<file path="src/rtl/kamacore_writeback_arbiter_pkg.sv">
// Shared kamacore constants and types for the writeback path:
// datapath widths, the holding-slot record and arbitration state encodings.
package kamacore_writeback_arbiter_pkg;

   localparam int unsigned CPU_WIDTH      = 32;
   localparam int unsigned REG_ADDR_WIDTH = 5;
   localparam int unsigned REG_COUNT      = 2 ** REG_ADDR_WIDTH;

   typedef struct packed {
      logic                      valid;
      logic [REG_ADDR_WIDTH-1:0] rd;
      logic [CPU_WIDTH-1:0]      data;
   } slot_t;

   // Relative age of the two slots; only meaningful while both are occupied.
   typedef enum logic [1:0] {
      AGE_ALU_OLDER = 2'd0,
      AGE_LSU_OLDER = 2'd1,
      AGE_TIE       = 2'd2
   } age_t;

   typedef enum logic {
      RR_ALU = 1'b0,
      RR_LSU = 1'b1
   } rr_t;

   function automatic logic [REG_COUNT-1:0] slot_decode(input slot_t s);
      slot_decode = s.valid ? (REG_COUNT'(1) << s.rd) : '0;
   endfunction

endpackage

</file>
<file path="src/rtl/kamacore_writeback_arbiter_if.sv">
// Writeback bus: ALU and LSU result ports plus the register-file write port.
interface kamacore_writeback_arbiter_if;
   import kamacore_writeback_arbiter_pkg::*;

   logic                      alu_valid;
   logic                      alu_ready;
   logic [REG_ADDR_WIDTH-1:0] alu_rd;
   logic [CPU_WIDTH-1:0]      alu_data;

   logic                      lsu_valid;
   logic                      lsu_ready;
   logic [REG_ADDR_WIDTH-1:0] lsu_rd;
   logic [CPU_WIDTH-1:0]      lsu_data;

   logic                      destination_we;
   logic [REG_ADDR_WIDTH-1:0] destination_a;
   logic [CPU_WIDTH-1:0]      destination_data;
   logic [REG_COUNT-1:0]      pending_mask;
   logic [31:0]               retire_count;

   modport master (
      output alu_valid, alu_rd, alu_data,
      output lsu_valid, lsu_rd, lsu_data,
      input  alu_ready, lsu_ready,
      input  destination_we, destination_a, destination_data,
      input  pending_mask, retire_count
   );

   modport slave (
      input  alu_valid, alu_rd, alu_data,
      input  lsu_valid, lsu_rd, lsu_data,
      output alu_ready, lsu_ready,
      output destination_we, destination_a, destination_data,
      output pending_mask, retire_count
   );

endinterface

</file>
<file path="src/rtl/kamacore_wb_slot.sv">
// One-entry holding register for a writeback source; ready while empty or
// being drained, so a granted slot can be refilled in the same cycle.
module kamacore_wb_slot
   import kamacore_writeback_arbiter_pkg::*;
(
   input  logic                      clk,
   input  logic                      rst,
   input  logic                      in_valid,
   input  logic [REG_ADDR_WIDTH-1:0] in_rd,
   input  logic [CPU_WIDTH-1:0]      in_data,
   input  logic                      grant,
   output logic                      ready,
   output logic                      fire,
   output slot_t                     slot
);

   slot_t slot_q;

   assign ready = !slot_q.valid || grant;
   assign fire  = in_valid && ready;
   assign slot  = slot_q;

   always_ff @(posedge clk) begin
      if (!rst) begin
         slot_q <= '0;
      end else if (fire) begin
         slot_q.valid <= 1'b1;
         slot_q.rd    <= in_rd;
         slot_q.data  <= in_data;
      end else if (grant) begin
         slot_q.valid <= 1'b0;
      end
   end

endmodule

</file>
<file path="src/rtl/kamacore_writeback_arbiter.sv">
// Two-source writeback arbiter: oldest held result wins the register-file port,
// same-edge arrivals are split by a round-robin bit.
module kamacore_writeback_arbiter
   import kamacore_writeback_arbiter_pkg::*;
(
   input  logic                          clk,
   input  logic                          rst,
   kamacore_writeback_arbiter_if.slave   bus
);

   slot_t       alu_slot, lsu_slot;
   logic        alu_fire, lsu_fire;
   logic        grant_alu, grant_lsu;
   logic        alu_occ_n, lsu_occ_n;
   age_t        age_q, age_n;
   rr_t         rr_q, rr_n;
   logic [31:0] retire_q;

   kamacore_wb_slot u_alu_slot (
      .clk      (clk),
      .rst      (rst),
      .in_valid (bus.alu_valid),
      .in_rd    (bus.alu_rd),
      .in_data  (bus.alu_data),
      .grant    (grant_alu),
      .ready    (bus.alu_ready),
      .fire     (alu_fire),
      .slot     (alu_slot)
   );

   kamacore_wb_slot u_lsu_slot (
      .clk      (clk),
      .rst      (rst),
      .in_valid (bus.lsu_valid),
      .in_rd    (bus.lsu_rd),
      .in_data  (bus.lsu_data),
      .grant    (grant_lsu),
      .ready    (bus.lsu_ready),
      .fire     (lsu_fire),
      .slot     (lsu_slot)
   );

   always_ff @(posedge clk) begin
      if (!rst) begin
         age_q <= AGE_ALU_OLDER;
         rr_q  <= RR_ALU;
      end else begin
         age_q <= age_n;
         rr_q  <= rr_n;
      end
   end

   always_comb begin
      age_n     = age_q;
      rr_n      = rr_q;
      grant_alu = 1'b0;
      grant_lsu = 1'b0;

      if (alu_slot.valid && lsu_slot.valid) begin
         unique case (age_q)
            AGE_TIE: begin
               grant_alu = (rr_q == RR_ALU);
               grant_lsu = (rr_q == RR_LSU);
               rr_n      = (rr_q == RR_ALU) ? RR_LSU : RR_ALU;
            end
            AGE_LSU_OLDER: grant_lsu = 1'b1;
            default:       grant_alu = 1'b1;
         endcase
      end else if (alu_slot.valid) begin
         grant_alu = 1'b1;
      end else if (lsu_slot.valid) begin
         grant_lsu = 1'b1;
      end

      // Age is re-derived from what each slot holds after this edge: a fresh
      // capture is always younger than a slot that merely kept its entry.
      alu_occ_n = alu_fire || (alu_slot.valid && !grant_alu);
      lsu_occ_n = lsu_fire || (lsu_slot.valid && !grant_lsu);
      if (alu_occ_n && lsu_occ_n) begin
         if (alu_fire && lsu_fire)
            age_n = AGE_TIE;
         else if (alu_fire)
            age_n = AGE_LSU_OLDER;
         else if (lsu_fire)
            age_n = AGE_ALU_OLDER;
      end else begin
         age_n = AGE_ALU_OLDER;
      end
   end

   always_ff @(posedge clk) begin
      if (!rst)
         retire_q <= '0;
      else if (grant_alu || grant_lsu)
         retire_q <= retire_q + 32'd1;
   end

   always_comb begin
      bus.destination_we   = 1'b0;
      bus.destination_a    = '0;
      bus.destination_data = '0;
      if (rst && grant_alu) begin
         bus.destination_we   = 1'b1;
         bus.destination_a    = alu_slot.rd;
         bus.destination_data = alu_slot.data;
      end else if (rst && grant_lsu) begin
         bus.destination_we   = 1'b1;
         bus.destination_a    = lsu_slot.rd;
         bus.destination_data = lsu_slot.data;
      end
   end

   // Visible state reads as cleared for the whole cycle rst is held low.
   assign bus.pending_mask = rst ? (slot_decode(alu_slot) | slot_decode(lsu_slot)) : '0;
   assign bus.retire_count = rst ? retire_q : '0;

endmodule

</file>
<file path="src/flat_wrapper.sv">
// flat-port wrapper written by rule: the top's interface ports become plain ports
module kamacore_writeback_arbiter_flat import kamacore_writeback_arbiter_pkg::*;
  (clk, rst, bus_alu_valid, bus_alu_rd, bus_alu_data, bus_lsu_valid, bus_lsu_rd, bus_lsu_data, bus_alu_ready, bus_lsu_ready, bus_destination_we, bus_destination_a, bus_destination_data, bus_pending_mask, bus_retire_count);
  kamacore_writeback_arbiter_if bus_i ();
  input  logic clk;
  input  logic rst;
  input wire logic [$bits(bus_i.alu_valid)-1:0] bus_alu_valid;
  input wire logic [$bits(bus_i.alu_rd)-1:0] bus_alu_rd;
  input wire logic [$bits(bus_i.alu_data)-1:0] bus_alu_data;
  input wire logic [$bits(bus_i.lsu_valid)-1:0] bus_lsu_valid;
  input wire logic [$bits(bus_i.lsu_rd)-1:0] bus_lsu_rd;
  input wire logic [$bits(bus_i.lsu_data)-1:0] bus_lsu_data;
  output wire logic [$bits(bus_i.alu_ready)-1:0] bus_alu_ready;
  output wire logic [$bits(bus_i.lsu_ready)-1:0] bus_lsu_ready;
  output wire logic [$bits(bus_i.destination_we)-1:0] bus_destination_we;
  output wire logic [$bits(bus_i.destination_a)-1:0] bus_destination_a;
  output wire logic [$bits(bus_i.destination_data)-1:0] bus_destination_data;
  output wire logic [$bits(bus_i.pending_mask)-1:0] bus_pending_mask;
  output wire logic [$bits(bus_i.retire_count)-1:0] bus_retire_count;
  assign bus_i.alu_valid = bus_alu_valid;
  assign bus_i.alu_rd = bus_alu_rd;
  assign bus_i.alu_data = bus_alu_data;
  assign bus_i.lsu_valid = bus_lsu_valid;
  assign bus_i.lsu_rd = bus_lsu_rd;
  assign bus_i.lsu_data = bus_lsu_data;
  assign bus_alu_ready = bus_i.alu_ready;
  assign bus_lsu_ready = bus_i.lsu_ready;
  assign bus_destination_we = bus_i.destination_we;
  assign bus_destination_a = bus_i.destination_a;
  assign bus_destination_data = bus_i.destination_data;
  assign bus_pending_mask = bus_i.pending_mask;
  assign bus_retire_count = bus_i.retire_count;
  kamacore_writeback_arbiter u_core (.clk(clk), .rst(rst), .bus(bus_i));
endmodule
</file>
<file path="config.mk">
export PLATFORM = sky130hd
export DESIGN_NAME = kamacore_writeback_arbiter_flat
export DESIGN_NICKNAME = d
export VERILOG_FILES = /design/src/rtl/kamacore_writeback_arbiter_pkg.sv /design/src/rtl/kamacore_writeback_arbiter_if.sv /design/src/rtl/kamacore_wb_slot.sv /design/src/rtl/kamacore_writeback_arbiter.sv /design/src/flat_wrapper.sv
export SDC_FILE = /design/constraint.sdc
export NUM_CORES = 1
export LEC_CHECK = 0
export CORE_ASPECT_RATIO = 1.1
export CORE_MARGIN = 2
export CORE_UTILIZATION = 51
export DETAILED_ROUTE_END_ITERATION = 7
export HOLD_SLACK_MARGIN = 0.1
export PLACE_DENSITY = 0.95
export SLEW_MARGIN = 20
export SYNTH_ARGS = -nofsm -noshare
export SYNTH_HDL_FRONTEND = slang
export SYNTH_SLANG_ARGS = --single-unit
</file>
<file path="constraint.sdc">
create_clock -name clk -period 6.5 [get_ports clk]
set_clock_uncertainty 0.15 [all_clocks]
set_input_delay 0.65 -clock clk [delete_from_list [all_inputs] [get_ports clk]]
set_output_delay 0.65 -clock clk [all_outputs]
set_load 0.01 [all_outputs]
</file>
## Word-level counts from Yosys, hierarchy flattened

Index checks and enable logic that the tools add are counted.

| operators by class | value |
|---|---|
| $add $sub $neg | 1 |
| equality and inequality tests | 2 |
| shift operators | 2 |
| multiplexer cells | 25 |
| bitwise operators | 4 |
| reductions and logical operators | 25 |

Operators by type and width:

| operator | number |
|---|---|
| 2-to-1 mux 32 bit | 6 |
| left shift 1 x 5 -> 32 bit, first input constant | 2 |
| adder 32 x 1 -> 32 bit, second input constant | 1 |
| OR 32 bit | 1 |
| 2-to-1 mux 1 bit | 12 |
| 2-to-1 mux 5 bit | 2 |
| logical AND 1 bit | 9 |
| 2-to-1 mux 2 bit | 3 |
| nonzero test 2 bit | 3 |
| logical OR 1 bit | 5 |
| logical NOT 1 bit | 4 |
| case mux 1 bit (2 select lines) | 2 |
| AND reduction 2 bit | 2 |
| NOT 1 bit | 3 |
| nonzero test 3 bit | 1 |
| OR reduction 3 bit | 1 |
| equality test 2 x 1 -> 1 bit, second input constant | 1 |
| equality test 2 bit, second input constant | 1 |

| word-level totals | value |
|---|---|
| bits in registers | 111 |
| input port bits | 78 |
| output and inout bits | 104 |
| logic and storage cells | 69 |

## Depth between registers and ports, before layout

Gate-level depths: netlist of run 1.

| depth | value |
|---|---|
| depth after elaboration | 9 |
| depth in mapped cells | 8 |
| gate-level depth less buffers | 7 |

## Cells and area by module

From an unflattened synthesis of run 1, not the netlist that was laid out.

| unflattened totals | value |
|---|---|
| cell total of the unflattened synthesis | 731 |
| area total of the unflattened synthesis | 6,077.1 µm² |

Modules (own cells, without submodules):

| module | instances | cells an instance | area each (µm²) | sequential area each (µm²) |
|---|---|---|---|---|
| kamacore_writeback_arbiter | 1 | 401 | 3,039.2 | 700.7 |
| kamacore_wb_slot | 2 | 165 | 1,519.0 | 760.7 |

## Worst setup path after synthesis of run 1

Ideal clock, no wire load.

| timing | value |
|---|---|
| path kind | reg2out |
| from | reg u_core.age_q[0] |
| to | out bus_destination_data[10] |
| data arrival time | 1.957 ns |
| required time | 5.700 ns |
| setup slack | 3.743 ns |
| stages on the path, launching flop included | 8 |
| path buffers | 1 |
| cells stage by stage | dfxtp_1 inv_1 ha_1 mux2_2 a21boi_2 nor4_2 buf_6 a22o_1 |

| between the ends | value |
|---|---|
| cells in the longest elaborated chain, start to end | 6 |
| elaborated cells on any way between the ends | 10 |
| classes of those cells | 2 x eq/ne; 6 x mux; 2 x reduce/logical |

Ends and longest elaborated chain:

| what | RTL line | text |
|---|---|---|
| start, declared | kamacore_writeback_arbiter.sv:15 | `age_t age_q, age_n;` |
| start signal, assigned | kamacore_writeback_arbiter.sv:48 | `age_q <= age_n;` |
| equality test 2 x 1 -> 1 bit / equality test 2 bit (equally long branches) | kamacore_writeback_arbiter.sv:60 | `unique case (age_q)` |
| case mux 1 bit (2 select lines) | kamacore_writeback_arbiter.sv:60 |  |
| 2-to-1 mux 1 bit | kamacore_writeback_arbiter.sv:59 | `if (alu_slot.valid && lsu_slot.valid) begin` |
| logical AND 1 bit | kamacore_writeback_arbiter.sv:106 | `end else if (rst && grant_lsu) begin` |
| 2-to-1 mux 32 bit | kamacore_writeback_arbiter.sv:106 |  |
| 2-to-1 mux 32 bit * | kamacore_writeback_arbiter.sv:102 | `if (rst && grant_alu) begin` |
| end, declared | flat_wrapper.sv:17 | `output wire logic [$bits(bus_i.destination_data)-1:0] bus_destination_data;` |

Every way passes the cells marked *; elsewhere a longest branch is shown, timed or not.

## Worst setup path in the final report of run 1

| timing | value |
|---|---|
| from | in rst |
| to | out bus_destination_data[26] |

| between the ends | value |
|---|---|
| cells in the longest elaborated chain, start to end | 3 |
| elaborated cells on any way between the ends | 4 |
| classes of those cells | 2 x mux; 2 x reduce/logical |

Ends and longest elaborated chain:

| what | RTL line | text |
|---|---|---|
| start, declared | flat_wrapper.sv:6 | `input logic rst;` |
| logical AND 1 bit | kamacore_writeback_arbiter.sv:106 |  |
| 2-to-1 mux 32 bit | kamacore_writeback_arbiter.sv:106 |  |
| 2-to-1 mux 32 bit * | kamacore_writeback_arbiter.sv:102 |  |

Marked as above.

==> results of run 1 <==
through the flow:
step,setup WS [ns],hold WS (ns),power (mW)
final,1.93,0.312,1.44
after global routing,1.74,0.328,1.50
after CTS,1.97,0.312,1.45
after detailed placement,1.99,0.301,0.925
after floorplan,3.74,0.284,0.837
after global placement,2.09,0.295,0.921
worst paths after layout:
path / slack [ns] / startpoint / cells after the start / to
min: 0.31 / u_core.u_alu_slot.slot[5] / 2 / u_core.u_alu_slot.slot[5]
max reg2reg: 3.75 / u_core.u_lsu_slot.slot[37] / 6 / u_core.age_q[1]
max: 1.93 / rst / 6 / bus_destination_data[26]
min reg2reg: 0.31 / u_core.u_alu_slot.slot[5] / 2 / u_core.u_alu_slot.slot[5]
kinds of logic after synthesis:
family	after synthesis
AO/OA/AOI/OAI	215
XOR/XNOR	12
adder cells (fa/ha/maj)	3
buffers and inverters	74
flip-flops	111
multiplexers	11
AND/OR/NAND/NOR	304
metal layers:
metal	global-route usage (%)	vias to the layer above	wire length (um)
met3	5.95	21	1270
met2	47.2	275	8210
met1	34.3	2781	7100
li1	-	2866	-
met5	0	-	0
met4	8.44	0	247
final cells by class:
cell class | instances | area [um2] | area share [%]
Inverter | 13 | 51.3 | 0.661
Clock inverter | 6 | 51.3 | 0.661
Multi-Input combinational cell | 545 | 3160 | 40.7
Tap cell | 147 | 184 | 2.37
Clock buffer | 10 | 229 | 2.95
Sequential cell | 111 | 2220 | 28.6
Timing Repair Buffer | 188 | 1860 | 24.0
synth_stat cells (all sizes together):
cell,n
or3b,2
nand3,54
nor4,7
o211ai,1
or2,3
nand2b,7
o22a,27
and3,6
xnor2,4
o21a,2
nand4bb,1
or3,8
nand2,90
nand4b,3
nor3,8
a31o,1
nand4,11
o211a,2
a21o,1
dfxtp,111
clkbuf,44
o21ai,43
a21boi,1
o31ai,2
nand3b,5
o41ai,2
buf,16
inv,13
nor2b,1
mux2,11
dlymetal6s2s,1
and2,35
nor2,58
a21oi,91
or4,2
ha,3
o22ai,5
xor2,8
a22o,37
and4,3
sequential cells by signal (all words and copies together), names as in the netlist:
register                count
u_core.age_q                2
u_core.retire_q            32
u_core.rr_q                 1
u_core.u_alu_slot.slot     38
u_core.u_lsu_slot.slot     38
power breakdown:
group / internal [mW] / switching (mW)
registers: 0.708 / 0.0261
clock network: 0.267 / 0.259
logic: 0.0899 / 0.0889
total: 1.06 / 0.374
worst max-delay path, stage by stage:
cell             delay [ns]
clkdlybuf4s50_1        0.93
inv_4                  0.40
nor4_4                 0.58
buf_4                  0.41
a22o_1                 0.19
clkdlybuf4s50_1        0.55
==> flow_summary.ini, run 1 <==
[run_status]
status = finished, final reports clean

[detailed_routing]
drc_errors = 0
viasPerCell = 5.83
ant_nets = 0
dr_total_vias = 5943
drt_wl_total_um = 16800
initialDrtViolationCount = 376
first_pass_iters = 5
wire_per_inst_um = 16.5

[synth]
yosysTopAreaCellShare_pct = 39.0
synthMuxAreaShare_pct = 2.17
synth_nets = 811
syn_inst = 730
ys_seq_elements = 111
yosysSeqAreaShare_pct = 39.0
yosysWarningCount = 0
synth-compound-area-share_pct = 23.9
yosysTopAreaCell = dfxtp_1
synth_top_family_by_area = simple AND/OR/NAND/NOR gates
synth_xor_area_share_pct = 1.84
yosysUniqueCellTypes = 51
yosys.area_share.simple_pct = 26.5
synth.cell_area_um2 = 5700
synth_area_leaders = dfxtp_1 39%, a21oi_1 8.0%, nand2_1 5.9%
synth_area_per_cell_um2 = 7.81
synthAdderAreaFrac_pct = 0.658

[placement]
dp_hpwl_um = 11500
dp_cells = 1004
gp_congestion = 0.923
io_buffers = 181
placedInstanceArea_um2 = 7480

[global_routing]
grt-ovfl-total = 0
antenna_found_initial = 0
grt_pass1_vias = 5535
grt_pass1_wl_um = 27100
groute.usage.overall_pct = 27.3
grt_max_degree = 88

[die]
dieArea_um2 = 12000
core-area_um2 = 10900
fp-row-count = 40
start_util_pct = 52.3
die_w_um = 105
io_pins = 182
die_h_um = 115

[setup_path]
crit_path_end_kind = output port
startpoint_type = input pin
worstPathArrival_ns = 3.77
required_ns = 5.70
crit_type = input pin to output port
crit_fanout = 58

[timing]
hold_violations = 0
slew_headroom_pct = 29.4
period_share_pct = 70.3
slew_violations = 0
timing.fmax_ghz = 0.219
setup_viol_count_final = 0
fin_tns_setup_ns = 0
timing.final.crit_period_ns = 4.57
grt_setup_unrepaired = no
tightest_slew_ns = 1.05

[cts]
post-cts-setup-buffer-count = 0
clkTransAtPathRegs_ns = 0.07
cts.path.max_buffers = 2
cts.sinks = 111
insertion_delay_ns = 0.34
cts_resized = 0
cts_hold_repair.buffers = 0
cts_tree = done
numCtsBuffers = 9
clock-root-buffer = clkbuf_16
htreeDepth = 3

[power]
powerDensity_nw_per_um2 = 185
p_leak_nw = 2.74
vdd.ir_drop.worst_mv = 0.134

[final_layout]
final_util_pct = 71.1
nNetsFinal = 949
stdcell_area_um2 = 7760
final_cell_mix = 181 x clkdlybuf4s50_1, 111 x dfxtp_1, 90 x nand2_1, 90 x a21oi_1, 58 x nor2_1
final_cells = 1020
layout_commonest_cell = clkdlybuf4s50_1
area_delta_synth_final_pct = 36.1
fillers = 864
drive_gt1_share_pct = 5.73
antenna_cells = 0

[min_path]
hold_path_class = register to register

[flow_run]
drv_cap = 0
(Power assumes the default switching activity.)
==> inputs of run 2 (changes only) <==
CORE_UTILIZATION = 47   (was 51)
PLACE_DENSITY = 0.92   (was 0.95)
clock period = 4.8 ns   (was 6.5 ns; I/O delays follow)
==> flow_summary.ini, run 2 (synthesized netlist as in run 1, its figures left out) <==
[placement]
pre_cts_ws_ns = 1.48
gp_congestion = 0.870
io_buffers = 181
dp_hpwl_um = 11300
placedInstanceArea_um2 = 7500

[global_routing]
met2_usage_pct = 41.8
grt.met3_usage_pct = 4.62
met1_usage_pct = 33.8
antenna_found_initial = 0
grt.busiest_layer = met2
groute.usage.overall_pct = 25.5
grt-ovfl-total = 0
grt_pass1_wl_um = 26900
grt_pass1_vias = 5465
grt_max_degree = 92

[cts]
numCtsBuffers = 9
clkTransAtPathRegs_ns = 0.07
clock-root-buffer = clkbuf_16
post-cts-setup-buffer-count = 0
insertion_delay_ns = 0.34
cts.sinks = 111
cts.path.max_buffers = 2
cts_resized = 0
cts_hold_repair.buffers = 0
cts_tree = done
htreeDepth = 3

[timing]
tightest_slew_ns = 1.09
period_share_pct = 75.3
setup_viol_count_final = 0
hold_violations = 0
timing.final.crit_period_ns = 3.62
timing.fmax_ghz = 0.277
grt_setup_unrepaired = no
slew_headroom_pct = 27.4
fin_tns_setup_ns = 0
slew_violations = 0
setup_ws_ns = 1.18

[setup_path]
worstPathArrival_ns = 2.99
required_ns = 4.17
reg2reg_depth = 6
crit_fanout = 42
rr_startpoint = u_core.u_lsu_slot.slot[37]
crit_path_end_kind = output port
ff2ff_setup_slack_ns = 2.17
r2r_end = u_core.age_q[1]
startpoint_type = register
crit_type = register to output port

[final_layout]
final_cell_mix = 181 x clkdlybuf4s50_1, 111 x dfxtp_1, 90 x nand2_1, 90 x a21oi_1, 58 x nor2_1
drive_gt1_share_pct = 5.95
nNetsFinal = 950
antenna_cells = 0
layout_commonest_cell = clkdlybuf4s50_1
area_delta_synth_final_pct = 37.1
stdcell_area_um2 = 7820
fillers = 995

[power]
vdd.ir_drop.worst_mv = 0.158
powerDensity_nw_per_um2 = 258
internal_power_mw = 1.53
p_leak_nw = 2.77
p_clk_share_pct = 38.8
p_switching_mw = 0.489
swShare_pct = 24.2
seqPwrFrac_pct = 49.3
power.total_mw = 2.02
combPwrFrac_pct = 11.9

[detailed_routing]
wire_per_inst_um = 16.3
first_pass_iters = 5
initialDrtViolationCount = 394
ant_nets = 0
dr_total_vias = 5951
drt_wl_total_um = 16800
viasPerCell = 5.79
drc_errors = 0

[die]
io_pins = 182
start_util_pct = 47.8
die_w_um = 109
dieArea_um2 = 13000
die_h_um = 120
core-area_um2 = 11900
fp-row-count = 42

[min_path]
hold_depth = 2
hold_path_class = register to register
worstHoldStart = u_core.u_alu_slot.slot[20]
min_to = u_core.u_alu_slot.slot[20]

[run_status]
status = finished, final reports clean

[flow_run]
drv_cap = 0
==> run 2: cell count changes in the layout (fill, tap and decap cells not counted), sizes merged <==
| cell | before | now |
|---|---|---|
| inv | 16 | 13 |
| clkbuf | 10 | 12 |
| buf | 7 | 8 |
| bufinv | 0 | 1 |
==> run 2: final cells by class <==
class / instances / area (um2) / area share, %
Sequential cell: 111 / 2220 / 28.4
Clock inverter: 4 / 52.6 / 0.672
Tap cell: 154 / 193 / 2.46
Inverter: 13 / 51.3 / 0.656
Multi-Input combinational cell: 545 / 3160 / 40.4
Timing Repair Buffer: 189 / 1870 / 23.9
Clock buffer: 12 / 267 / 3.41
==> run 2: per-stage QoR <==
stage / instances / hold WS (ns) / util, %
finish: 1028 / 0.308 / 65.5
global route: 1028 / 0.326 / 65.5
CTS: 1028 / 0.308 / 65.5
detailed placement: 1012 / 0.298 / 62.9
global placement: 1012 / 0.294 / 62.9
floorplan: 730 / 0.284 / -
==> run 2: critical path, stage by stage (launching register included) <==
cell,delay (ns)
dfxtp_1,0.56
and2_1,0.33
o21a_1,0.16
buf_4,0.34
inv_2,0.40
a21oi_1,0.24
nor2_1,0.05
clkdlybuf4s50_1,0.52
==> run 2: worst max-delay path by stage <==
stage | from | to | slack (ns)
after global routing | u_core.u_lsu_slot.slot[37] | bus_destination_we | 0.98
after floorplan | u_core.age_q[0] | bus_destination_data[10] | 2.21
after detailed placement | rst | bus_destination_data[30] | 1.48
after global placement | rst | bus_destination_data[7] | 1.52
final | u_core.u_lsu_slot.slot[37] | bus_destination_we | 1.18
after CTS | u_core.u_lsu_slot.slot[37] | bus_destination_we | 1.21
==> run 2: power groups by stage <==
| stage | registers, mW | clock network [mW] | logic [mW] |
|---|---|---|---|
| 6_report | 0.995 | 0.784 | 0.241 |
| 5_1_grt | 0.999 | 0.827 | 0.265 |
| 4_1_cts | 0.993 | 0.792 | 0.240 |
| 3_5_place_dp | 1.01 | 0 | 0.239 |
| 3_3_place_gp | 1.01 | 0 | 0.233 |
| 2_1_floorplan | 0.996 | 0 | 0.138 |
==> run 2: routing by layer <==
metal	wire length [um]	vias to the layer above
li1	-	2879
met1	7090	2780
met3	1110	31
met5	0	-
met4	391	0
met2	8160	261
